--- src/rtl/ram_loader_module_pkg.sv ---
// ram_loader_module_pkg
//   Shared types for the program loader: FSM state encoding, the bundle of
//   state-decoded output strobes, and the decode function that maps a state
//   onto those strobes.
`timescale 1ns/1ps
package ram_loader_module_pkg;

    localparam int DEFAULT_MEM_DEPTH  = 16;
    localparam int DEFAULT_RST_CYCLES = 2;

    typedef enum logic [2:0] {
        S_IDLE,
        S_HALT,
        S_WAIT,
        S_ADDR,
        S_WRITE,
        S_RELEASE
    } state_t;

    // Control outputs that depend only on the state.
    typedef struct packed {
        logic in_ready;
        logic halt;
        logic busy;
        logic bus_oe;
        logic mai;
        logic mi;
        logic cpu_rst_n;
    } strobes_t;

    function automatic strobes_t decode(input state_t s);
        strobes_t o;
        o           = '0;
        o.cpu_rst_n = 1'b1;
        case (s)
            S_HALT:    begin o.halt = 1'b1; o.busy = 1'b1; end
            S_WAIT:    begin o.halt = 1'b1; o.busy = 1'b1; o.in_ready = 1'b1; end
            S_ADDR:    begin o.halt = 1'b1; o.busy = 1'b1; o.bus_oe = 1'b1; o.mai = 1'b1; end
            S_WRITE:   begin o.halt = 1'b1; o.busy = 1'b1; o.bus_oe = 1'b1; o.mi = 1'b1; end
            S_RELEASE: begin o.halt = 1'b1; o.busy = 1'b1; o.cpu_rst_n = 1'b0; end
            default:   ;
        endcase
        return o;
    endfunction

endpackage

--- src/rtl/ram_loader_module.sv ---
// ram_loader_module
//   Writes a program image into RAM while the CPU is halted. Bytes arrive on a
//   valid/ready stream; each one is written by presenting its address with
//   mai, then the byte with mi. After the last byte the CPU is released with a
//   cpu_rst_n pulse of RST_CYCLES cycles.
//
// Ports
//   clk        system clock, rising edge
//   rst        synchronous active-low reset
//   load_req   start a load (sampled in IDLE only)
//   len        byte count; 0 or > MEM_DEPTH means MEM_DEPTH
//   in_data    stream byte
//   in_valid   stream byte valid
//   in_ready   loader accepts a byte this cycle
//   halt       CPU clock gate request
//   cpu_rst_n  active-low CPU reset pulse
//   bus_oe     loader drives the shared bus
//   bus_data   value driven on the bus
//   mai        memory address register load strobe
//   mi         RAM write strobe
//   busy       high in every state except IDLE
//   done       one-cycle completion pulse
//   count      bytes written in the current or last load
`timescale 1ns/1ps
module ram_loader_module
    import ram_loader_module_pkg::*;
#(
    parameter int MEM_DEPTH  = DEFAULT_MEM_DEPTH,
    parameter int RST_CYCLES = DEFAULT_RST_CYCLES
) (
    input  logic       clk,
    input  logic       rst,
    input  logic       load_req,
    input  logic [7:0] len,
    input  logic [7:0] in_data,
    input  logic       in_valid,
    output logic       in_ready,
    output logic       halt,
    output logic       cpu_rst_n,
    output logic       bus_oe,
    output logic [7:0] bus_data,
    output logic       mai,
    output logic       mi,
    output logic       busy,
    output logic       done,
    output logic [7:0] count
);

    localparam logic [8:0]  DEPTH    = 9'(MEM_DEPTH);
    localparam logic [15:0] REL_LAST = 16'(RST_CYCLES - 1);

    state_t      state;
    strobes_t    strb;
    logic [8:0]  cnt;       // 9 bits so a full 256-word load can be counted
    logic [8:0]  len_q;
    logic [7:0]  byte_q;
    logic [7:0]  bus_data_q;
    logic        done_q;
    logic [15:0] rel_cnt;

    // NOTE: every output register is loaded on the same edge as the state it
    // belongs to, so outputs are registered yet line up with the state.
    always_ff @(posedge clk) begin
        if (!rst) begin
            state      <= S_IDLE;
            strb       <= decode(S_IDLE);
            cnt        <= '0;
            len_q      <= '0;
            byte_q     <= '0;
            bus_data_q <= '0;
            done_q     <= 1'b0;
            rel_cnt    <= '0;
        end else begin
            done_q     <= 1'b0;
            bus_data_q <= '0;
            case (state)
                S_IDLE: begin
                    if (load_req) begin
                        state <= S_HALT;
                        strb  <= decode(S_HALT);
                        cnt   <= '0;
                        // Zero and oversize lengths both mean "fill the RAM",
                        // which also guarantees the address never wraps.
                        if (len == 8'd0 || {1'b0, len} > DEPTH)
                            len_q <= DEPTH;
                        else
                            len_q <= {1'b0, len};
                    end
                end
                S_HALT: begin
                    state <= S_WAIT;
                    strb  <= decode(S_WAIT);
                end
                S_WAIT: begin
                    // in_ready is high for the whole of WAIT.
                    if (in_valid) begin
                        byte_q     <= in_data;
                        bus_data_q <= cnt[7:0];
                        state      <= S_ADDR;
                        strb       <= decode(S_ADDR);
                    end
                end
                S_ADDR: begin
                    bus_data_q <= byte_q;
                    state      <= S_WRITE;
                    strb       <= decode(S_WRITE);
                end
                S_WRITE: begin
                    cnt <= cnt + 9'd1;
                    if (cnt + 9'd1 == len_q) begin
                        rel_cnt <= '0;
                        state   <= S_RELEASE;
                        strb    <= decode(S_RELEASE);
                    end else begin
                        state <= S_WAIT;
                        strb  <= decode(S_WAIT);
                    end
                end
                S_RELEASE: begin
                    if (rel_cnt == REL_LAST) begin
                        done_q <= 1'b1;
                        state  <= S_IDLE;
                        strb   <= decode(S_IDLE);
                    end else begin
                        rel_cnt <= rel_cnt + 16'd1;
                    end
                end
                default: begin
                    state <= S_IDLE;
                    strb  <= decode(S_IDLE);
                end
            endcase
        end
    end

    assign in_ready  = strb.in_ready;
    assign halt      = strb.halt;
    assign busy      = strb.busy;
    assign bus_oe    = strb.bus_oe;
    assign mai       = strb.mai;
    assign mi        = strb.mi;
    assign cpu_rst_n = strb.cpu_rst_n;
    assign bus_data  = bus_data_q;
    assign done      = done_q;
    assign count     = cnt[7:0];

endmodule

--- config.mk ---
export PLATFORM = sky130hd
export DESIGN_NAME = ram_loader_module
export DESIGN_NICKNAME = d
export VERILOG_FILES = /design/src/rtl/ram_loader_module_pkg.sv /design/src/rtl/ram_loader_module.sv
export SDC_FILE = /design/constraint.sdc
export NUM_CORES = 1
export LEC_CHECK = 0
export ABC_AREA = 1
export CORE_MARGIN = 3
export CORE_UTILIZATION = 30
export DETAILED_ROUTE_END_ITERATION = 8
export SKIP_LAST_GASP = 1
export SLEW_MARGIN = 20
export SYNTH_ARGS = -nofsm -noshare
export SYNTH_HDL_FRONTEND = slang
export SYNTH_SLANG_ARGS = --single-unit
--- constraint.sdc ---
create_clock -name clk -period 4.58 [get_ports clk]
set_input_delay 0.916 -clock clk [delete_from_list [all_inputs] [get_ports clk]]
set_output_delay 0.916 -clock clk [all_outputs]
set_load 0.02 [all_outputs]
==> impl_metrics.json, run 1 <==
{
  "fp-row-count": 36,
  "worstPathArrival_ns": 2.84,
  "cp_data_required_time_ns": 4.81,
  "met1_usage": 0.170,
  "worstRegToRegCells": 9,
  "cpPeakStageDelay_ns": 0.68,
  "layout_min_cycle_time_ns": 2.61,
  "floorplan.die.width_um": 107,
  "post-cts-setup-buffers": 0,
  "p_leak_nw": 1.47,
  "die_height_um": 107,
  "drt_drc_violations_left": 0,
  "synth_fa_ha_area_frac": 0.0124,
  "ys_seq_elements": 59,
  "post-route-period-util": 0.570,
  "max-clock-path-buffers": 2,
  "via_count": 2939,
  "rsz_0062_raised_after_global_routing": "no",
  "worstPathMaxFanout": 17,
  "cp-end-kind": "flop",
  "max_cap_viol_count": 0,
  "mean_post_synth_cell_area_um2": 6.86,
  "async_flop_share": 0,
  "drive_above_1_share": 0.0905,
  "global_route.usage.total": 0.142,
  "start_util": 0.310,
  "cp_max_delay_cell": "nor2_1",
  "total_power_per_unit_cell_area_nw_per_um2": 427,
  "detail_route.wirelength_mm": 7.58,
  "report.final.slew_viol_count": 0,
  "count_of_h_tree_levels_built_during_cts": 3,
  "slew_headroom": 0.412,
  "worst_setup_hold_path_clk_slew_ns": 0.07,
  "p_switching_uw": 551,
  "yosys.area_share.simple": 0.361,
  "ir_worst_vdd_mv": 0.216,
  "synth.distinct_cells": 35,
  "detail_route.first_pass.iterations": 4,
  "hpwl_mm": 5.57,
  "yosys.area_share.xor_xnor": 0.0173,
  "fin_worst_skew_ns": 0.00771,
  "placement.io_buffers": 43,
  "grt_antenna_before_repair": 0,
  "clkPwrFrac": 0.336,
  "critical_path.most_common_cell": "nor2_1",
  "max_freq_ghz": 0.383,
  "synthesis.area_um2": 3040,
  "synth.yosys.warnings": 0,
  "ys_seq_area_frac": 0.389,
  "synth_nets": 466,
  "finalSetupViolCount": 0,
  "grt_pass1_wl_mm": 13.0,
  "route.antenna.remaining_nets": 0,
  "finalHoldViolCount": 0,
  "postCtsResizedCells": 0,
  "critPathKind": "input pin to flop",
  "outcome": "complete, no violations",
  "worst_setup_path_start_kind": "input pin",
  "layout.cells.most_common": "nand2_1",
  "drt-initial-drc-count": 125,
  "finalNonFillerCells": 619,
  "cts_tree": "done",
  "boundaryPins": 44,
  "grt_start_max_net_pins": 28,
  "clkLatencyLatePin_ns": 0.35,
  "cts_made_buffers": 9,
  "met2_grt_util": 0.241,
  "number_of_flops_mapped_to_enable_cells_by_yosys": 0,
  "ctsHoldBuffers": 0,
  "use_met3": 0.0409,
  "num_antenna_cells": 0,
  "number_of_filler_cells_placed_in_the_layout": 1056,
  "layout.nets": 504,
  "pin_slew_with_the_least_headroom_to_its_limit_ns": 0.878,
  "most_frequent_cells_in_the_layout": "nand2_1, dfxtp_1, nor2_1, inv_1, clkdlybuf4s50_1",
  "cts-root-buf": "clkbuf_8",
  "synth_top_family_by_area": "simple AND/OR/NAND/NOR gates",
  "synth_top_flop_cell": "dfxtp_1",
  "dr_vias_cell": 4.75,
  "power.share.sequential": 0.389,
  "fin_setup_tns_ns": 0,
  "first_global_vias": 2793,
  "hold_path_stages": 2,
  "globalRoute.busiestLayer": "met2",
  "post_synth_inst_count": 443,
  "cp_cell_sequence": "clkdlybuf4s50_1 -> inv_1 -> nor2_1 -> clkinv_1 -> nor2_1 -> nor2_1",
  "p_comb_frac": 0.275,
  "post_drt_wl_per_cell_um": 12.2,
  "clock_sinks": 59,
  "switching_share": 0.342,
  "grt-ovfl-total": 0,
  "synth.mux.area_fraction": 0,
  "placed_cells_incl_taps": 603,
  "die_area_um2": 11400,
  "cell_internal_pwr_mw": 1.06,
  "synth-compound-area-share": 0.120,
  "syn_to_final_growth_pct": 23.8,
  "min-delay-path-class": "flop to flop",
  "core-area_um2": 9820,
  "routabilityCongestion": 0.928
}
## cell families after synthesis
kind of cell    after synthesis
buf+inv                      68
simple gates                243
compound gates               64
fa+ha+maj                     3
xor+xnor                      6
flops                        59
## power by group through the flow
stage                     combinational, mW  clock (mW)  sequential (mW)
after floorplan                       0.305           0            0.642
after global placement                0.437           0            0.637
after detailed placement              0.442           0            0.638
after CTS                             0.445       0.558            0.627
after global routing                  0.504       0.575            0.636
final                                 0.443       0.539            0.625
## critical path, delay by kind of cell
family | cells | cell delay, ns
buffers and inverters | 3 | 0.99
AND/OR/NAND/NOR | 3 | 0.94
## cell usage after synthesis, types with 2 or more instances
library cell,count,share of area
nand2_1,106,0.13
dfxtp_1,59,0.39
nor2_1,57,0.070
inv_1,47,0.058
nand3_1,37,0.061
a21oi_1,33,0.054
o21ai_0,15,0.025
buf_4,9,0.022
a22oi_1,8,0.020
nand2_2,7,0.014
nand4_1,7,0.014
clkbuf_1,6,0.0074
nor3_1,6,0.0099
or2_2,6,0.012
nor4_1,5,0.010
xor2_1,5,0.014
a211oi_1,4,0.0099
ha_1,3,0.012
nor2_4,3,0.011
buf_2,2,0.0033
buf_6,2,0.0074
nand3_2,2,0.0066
nand3b_1,2,0.0049
## metrics by stage
stage | hold WS [ns] | worst slack [ns] | instance area [µm²] | util | power [mW]
after CTS | 0.475 | 1.97 | 3760 | 0.383 | 1.63
after detailed placement | 0.464 | 1.59 | 3540 | 0.360 | 1.08
after global routing | 0.502 | 1.67 | 3760 | 0.383 | 1.72
after floorplan | 0.444 | 2.75 | 3040 | - | 0.948
after global placement | 0.456 | 1.60 | 3540 | 0.360 | 1.07
final | 0.474 | 1.97 | 3760 | 0.383 | 1.61
## cell type report
class | count | area (µm²) | area share
Timing Repair Buffer | 46 | 453 | 0.120
Sequential cell | 59 | 1180 | 0.314
Tap cell | 133 | 166 | 0.0442
Multi-Input combinational cell | 316 | 1550 | 0.412
Clock inverter | 6 | 88.8 | 0.0236
Inverter | 49 | 184 | 0.0489
Clock buffer | 10 | 138 | 0.0366
## routing by layer
layer  up-vias  part of all wire
met2        71              0.48
met5         -                 0
met4         0             0.016
met1      1348              0.45
met3        11             0.054
li1       1509                 -
## final timing paths
check | startpoint | end | slack (ns)
setup / recovery | in_valid | byte_q[1] | 1.97
hold / removal | len_q[6] | len_q[6] | 0.47
setup reg to reg | state[1] | byte_q[1] | 2.24
hold reg to reg | len_q[6] | len_q[6] | 0.47
## sequential cells by signal, indices dropped and copies added, names as in the netlist, 3 cells and up
name and cells:
bus_data 8, byte_q 8, state 3, cnt 9
len_q 8, rel_cnt 16
Note: power is estimated with default switching activity, not from simulation.
==> inputs of run 2 (changes only) <==
- clock period: 4.58 -> 2.2 ns (I/O delays scaled with it)
==> run 2 against run 1 <==
Against the previous run: worst hold slack worse by 0.0040 ns; combinational power rose by 120%; first-iteration DRC count is 32% higher; sequential power rose by 110%; highest routed layer unchanged; utilization grew 0.31 points.
==> impl_metrics.json, run 2 (same netlist as run 1, synthesis figures left out) <==
{
  "routabilityCongestion": 0.890,
  "cp_max_delay_cell": "dfxtp_1",
  "max_cap_viol_count": 0,
  "fin_setup_tns_ns": 0,
  "top_regs": "rel_cnt x16, cnt x9",
  "num_antenna_cells": 0,
  "ir_worst_vdd_mv": 0.333,
  "cp_cell_sequence": "nand2_2 -> nor2_4 -> nand2_1 -> nand2_1 -> nand2_1 -> nand2_1 -> nand2_1 -> nor2_2 -> nand3_2 -> nand2_2 -> nand2_4 -> nand2_1 -> a21oi_1",
  "drive_above_1_share": 0.108,
  "p_leak_nw": 1.50,
  "dr_vias_cell": 4.65,
  "post_drt_wl_per_cell_um": 12.0,
  "placement.io_buffers": 43,
  "floorplan.die.width_um": 107,
  "worst_setup_hold_path_clk_slew_ns": 0.07,
  "grt_pass1_wl_mm": 12.8,
  "total_power_per_unit_cell_area_nw_per_um2": 863,
  "grt_antenna_before_repair": 0,
  "preCtsSetupSlack_ns": 0.176,
  "finalHoldViolCount": 0,
  "drt-initial-drc-count": 165,
  "critical_path.most_common_cell": "nand2_1",
  "worstRegToRegCells": 13,
  "report.final.slew_viol_count": 0,
  "ctsHoldBuffers": 0,
  "fin_worst_skew_ns": 0.0114,
  "cts-root-buf": "clkbuf_8",
  "multi_input_area_um2": 1560,
  "number_of_filler_cells_placed_in_the_layout": 1078,
  "detail_route.wirelength_mm": 7.49,
  "detail_route.first_pass.iterations": 4,
  "die_area_um2": 11400,
  "max_freq_ghz": 0.502,
  "seq_area_um2": 1180,
  "critPathKind": "flop to flop",
  "die_height_um": 107,
  "cp-end-kind": "flop",
  "syn_to_final_growth_pct": 24.8,
  "global_route.usage.total": 0.138,
  "outcome": "complete, no violations",
  "clock_sinks": 59,
  "fp-row-count": 36,
  "layout_min_cycle_time_ns": 1.99,
  "rsz_0062_raised_after_global_routing": "no",
  "worstPathMaxFanout": 14,
  "cts_made_buffers": 9,
  "slew_headroom": 0.614,
  "cts_tree": "done",
  "route.antenna.remaining_nets": 0,
  "postLayoutSetupSlackWorst_ns": 0.207,
  "hold_path_stages": 2,
  "worstPathArrival_ns": 2.21,
  "most_frequent_cells_in_the_layout": "nand2_1, dfxtp_1, nor2_1, inv_1, clkdlybuf4s50_1",
  "worst_setup_path_start_kind": "flop",
  "cpPeakStageDelay_ns": 0.50,
  "grt_start_max_net_pins": 23,
  "min-delay-path-class": "flop to flop",
  "drt_drc_violations_left": 0,
  "layout.nets": 510,
  "core-area_um2": 9820,
  "finalSetupViolCount": 0,
  "totalPowerFinal_mw": 3.27,
  "cp_data_required_time_ns": 2.42,
  "clkLatencyLatePin_ns": 0.34,
  "pin_slew_with_the_least_headroom_to_its_limit_ns": 0.576,
  "via_count": 2908,
  "largest_register_ff_count": 16,
  "boundaryPins": 44,
  "hpwl_mm": 5.55,
  "first_global_vias": 2727,
  "count_of_h_tree_levels_built_during_cts": 3,
  "max-clock-path-buffers": 2,
  "grt-ovfl-total": 0,
  "max_flop_register": "rel_cnt",
  "start_util": 0.310,
  "layout.cells.most_common": "nand2_1",
  "post-route-period-util": 0.906
}
run 2: cell types whose count changed in the layout (fill, tap and decap cells not counted), sizes merged:
cell	previous run	this run
buf	3	9
clkinv	3	4
clkinvlp	2	0
clkbuf	10	12
bufinv	2	1
run 2: power breakdown:
part	switching, mW	leakage, nW	internal (mW)	total (mW)
clock	0.441	0.106	0.583	1.02
combinational	0.599	0.916	0.354	0.953
sequential	0.0904	0.479	1.20	1.30
total	1.13	1.50	2.14	3.27
run 2: cell type report:
cell class,count,area share
flip-flops and latches,59,0.312
inverters,49,0.0485
clock inverters,4,0.0129
well taps,133,0.0439
clock buffers,12,0.0409
repair buffers,52,0.131
multi-input cells,316,0.410
run 2: what timing repair did:
item / in CTS / in global routing
setup endpoints to repair: 0 / 7
resized for setup: 0 / 4
buffers inserted: 0 / 0
run 2: through the flow:
step / hold WS, ns / cells / instance area [µm²] / util
4_1_cts: 0.472 / 625 / 3780 / 0.385
3_5_place_dp: 0.460 / 609 / 3580 / 0.365
3_3_place_gp: 0.450 / 609 / 3580 / 0.365
5_1_grt: 0.491 / 625 / 3790 / 0.386
6_report: 0.469 / 625 / 3790 / 0.386
2_1_floorplan: 0.444 / 443 / 3040 / -
run 2: worst max-delay path, delay by kind of cell, from the launching register on:
family	cells	cell delay [ns]
and+or+nand+nor	12	1.33
DFF	1	0.50
AOI/OAI and AO/OA	1	0.05
run 2: per-layer routing:
| metal | part of all wire | global-route usage | up-vias |
|---|---|---|---|
| met5 | 0 | 0 | - |
| met4 | 0.0079 | 0.0466 | 0 |
| met3 | 0.042 | 0.0295 | 5 |
| met2 | 0.47 | 0.225 | 59 |
| met1 | 0.48 | 0.182 | 1324 |
| li1 | - | - | 1520 |
run 2: path summary, 6_finish.rpt:
path | slack [ns] | end | from
setup / recovery | 0.21 | rel_cnt[10] | cnt[2]
hold reg to reg | 0.47 | len_q[5] | len_q[5]
setup reg to reg | 0.21 | rel_cnt[10] | cnt[2]
hold / removal | 0.47 | len_q[5] | len_q[5]
==> inputs of run 3 (changes only) <==
- CTS_CLUSTER_SIZE: not set -> 10
- SETUP_SLACK_MARGIN: not set -> 0.4
==> run 3 against run 2 <==
Against the previous run: non-clock buffer count rose by 7; worst setup slack improved by 0.21 ns; highest routed layer unchanged; sequential share of layout area down 1.5 points; clock power barely moved.
==> impl_metrics.json, run 3 (same netlist as run 1, synthesis figures left out) <==
{
  "clock_sinks": 59,
  "post_drt_wl_per_cell_um": 12.4,
  "detail_route.first_pass.iterations": 4,
  "dr_vias_cell": 4.70,
  "worst_setup_hold_path_clk_slew_ns": 0.07,
  "fin_worst_skew_ns": 0.0118,
  "start_util": 0.310,
  "cp-end-kind": "flop",
  "slew_headroom": 0.730,
  "worstRegToRegCells": 13,
  "ctsHoldBuffers": 0,
  "worstPathMaxFanout": 7,
  "min-delay-path-class": "flop to flop",
  "hold_path_stages": 2,
  "critPathKind": "flop to flop",
  "hpwl_mm": 5.55,
  "route.antenna.remaining_nets": 0,
  "pin_slew_with_the_least_headroom_to_its_limit_ns": 0.401,
  "top_regs": "rel_cnt x16, cnt x9",
  "die_area_um2": 11400,
  "detail_route.wirelength_mm": 7.86,
  "max_flop_register": "rel_cnt",
  "p_leak_nw": 1.61,
  "floorplan.die.width_um": 107,
  "via_count": 2974,
  "ir_worst_vdd_mv": 0.340,
  "largest_register_ff_count": 16,
  "boundaryPins": 44,
  "core-area_um2": 9820,
  "die_height_um": 107,
  "finalSetupViolCount": 0,
  "max-clock-path-buffers": 2,
  "max_cap_viol_count": 0,
  "worstPathArrival_ns": 2.00,
  "drt-initial-drc-count": 137,
  "postLayoutSetupSlackWorst_ns": 0.415,
  "grt_pass1_wl_mm": 13.0,
  "grt_antenna_before_repair": 0,
  "layout_min_cycle_time_ns": 1.79,
  "num_antenna_cells": 0,
  "placement.io_buffers": 43,
  "preCtsSetupSlack_ns": 0.176,
  "post-route-period-util": 0.811,
  "clkLatencyLatePin_ns": 0.34,
  "most_frequent_cells_in_the_layout": "nand2_1, dfxtp_1, nor2_1, inv_1, nand3_1",
  "rsz_0062_raised_after_global_routing": "yes",
  "count_of_h_tree_levels_built_during_cts": 3,
  "routabilityCongestion": 0.890,
  "report.final.slew_viol_count": 0,
  "cts_made_buffers": 9,
  "global_route.usage.total": 0.140,
  "worst_setup_path_start_kind": "flop",
  "cp_data_required_time_ns": 2.42,
  "cts_tree": "done",
  "grt-ovfl-total": 0,
  "layout.nets": 518,
  "total_power_per_unit_cell_area_nw_per_um2": 853,
  "cts-root-buf": "clkbuf_8",
  "drt_drc_violations_left": 0,
  "fp-row-count": 36,
  "grt_start_max_net_pins": 23,
  "fin_setup_tns_ns": 0,
  "first_global_vias": 2778,
  "finalHoldViolCount": 0,
  "syn_to_final_growth_pct": 32.9,
  "max_freq_ghz": 0.560,
  "outcome": "complete, no violations",
  "layout.cells.most_common": "nand2_1",
  "drive_above_1_share": 0.180
}
run 3: changes by cell type in the layout (fill, tap and decap cells not counted), moves of 4 or more:
cell	change
nand2_1	-9
nor2_4	+6
dfxtp_4	+4
dfxtp_1	-6
clkdlybuf4s50_1	-9
nand2_2	+6
dlygate4sd2_1	+8
nor2_1	-6
buf_4	+6
run 3: critical path: stages, from the launching register on:
cell and delay (ns):
dfxtp_4 0.37, inv_1 0.15, nor2_4 0.05, buf_4 0.14, nand2_1 0.08, nand2_1 0.05, nand3_1 0.06, nand2_1 0.09
nor2_4 0.19, nand3_2 0.11, nand2_4 0.15, nand2_8 0.09, nand2_1 0.07, a21oi_1 0.05
run 3: final cells by class:
type | instances | area, µm²
Fill cell | 1047 | 5780
Multi-Input combinational cell | 317 | 1740
Sequential cell | 59 | 1200
Timing Repair Buffer | 59 | 547
Inverter | 49 | 184
Tap cell | 133 | 166
Clock buffer | 12 | 155
Clock inverter | 4 | 48.8
run 3: layer usage:
metal / global-route usage / wire length, µm / vias to the layer above
met2: 0.232 / 3820 / 67
met3: 0.0295 / 351 / 6
met5: 0 / 0 / -
met4: 0.0466 / 71 / 0
li1: - / - / 1540
met1: 0.181 / 3620 / 1361
run 3: power breakdown:
group	internal [mW]	switching [mW]	leakage, nW
clock	0.584	0.442	0.106
combinational	0.411	0.709	1.02
sequential	1.20	0.0964	0.483
total	2.20	1.25	1.61
run 3: path summary, 6_finish.rpt:
path,end,slack [ns],startpoint
worst max-delay path,rel_cnt[15],0.41,cnt[0]
worst min-delay path,len_q[5],0.47,len_q[5]
worst max register to register,rel_cnt[15],0.41,cnt[0]
worst min register to register,len_q[5],0.47,len_q[5]
run 3: metrics by stage:
step | hold slack (ns) | util | total power [mW] | area [µm²] | instances
floorplan | 0.444 | - | 1.97 | 3040 | 443
global placement | 0.450 | 0.365 | 2.26 | 3580 | 609
detailed placement | 0.460 | 0.365 | 2.27 | 3580 | 609
CTS | 0.472 | 0.395 | 3.37 | 3880 | 628
global route | 0.491 | 0.411 | 3.65 | 4040 | 633
finish | 0.469 | 0.411 | 3.45 | 4040 | 633
run 3: what timing repair did:
action,CTS,global route
endpoints found under the setup margin,30,26
gates cloned,0,1
pin swaps,7,11
buffers inserted,3,4
resized for setup,32,32
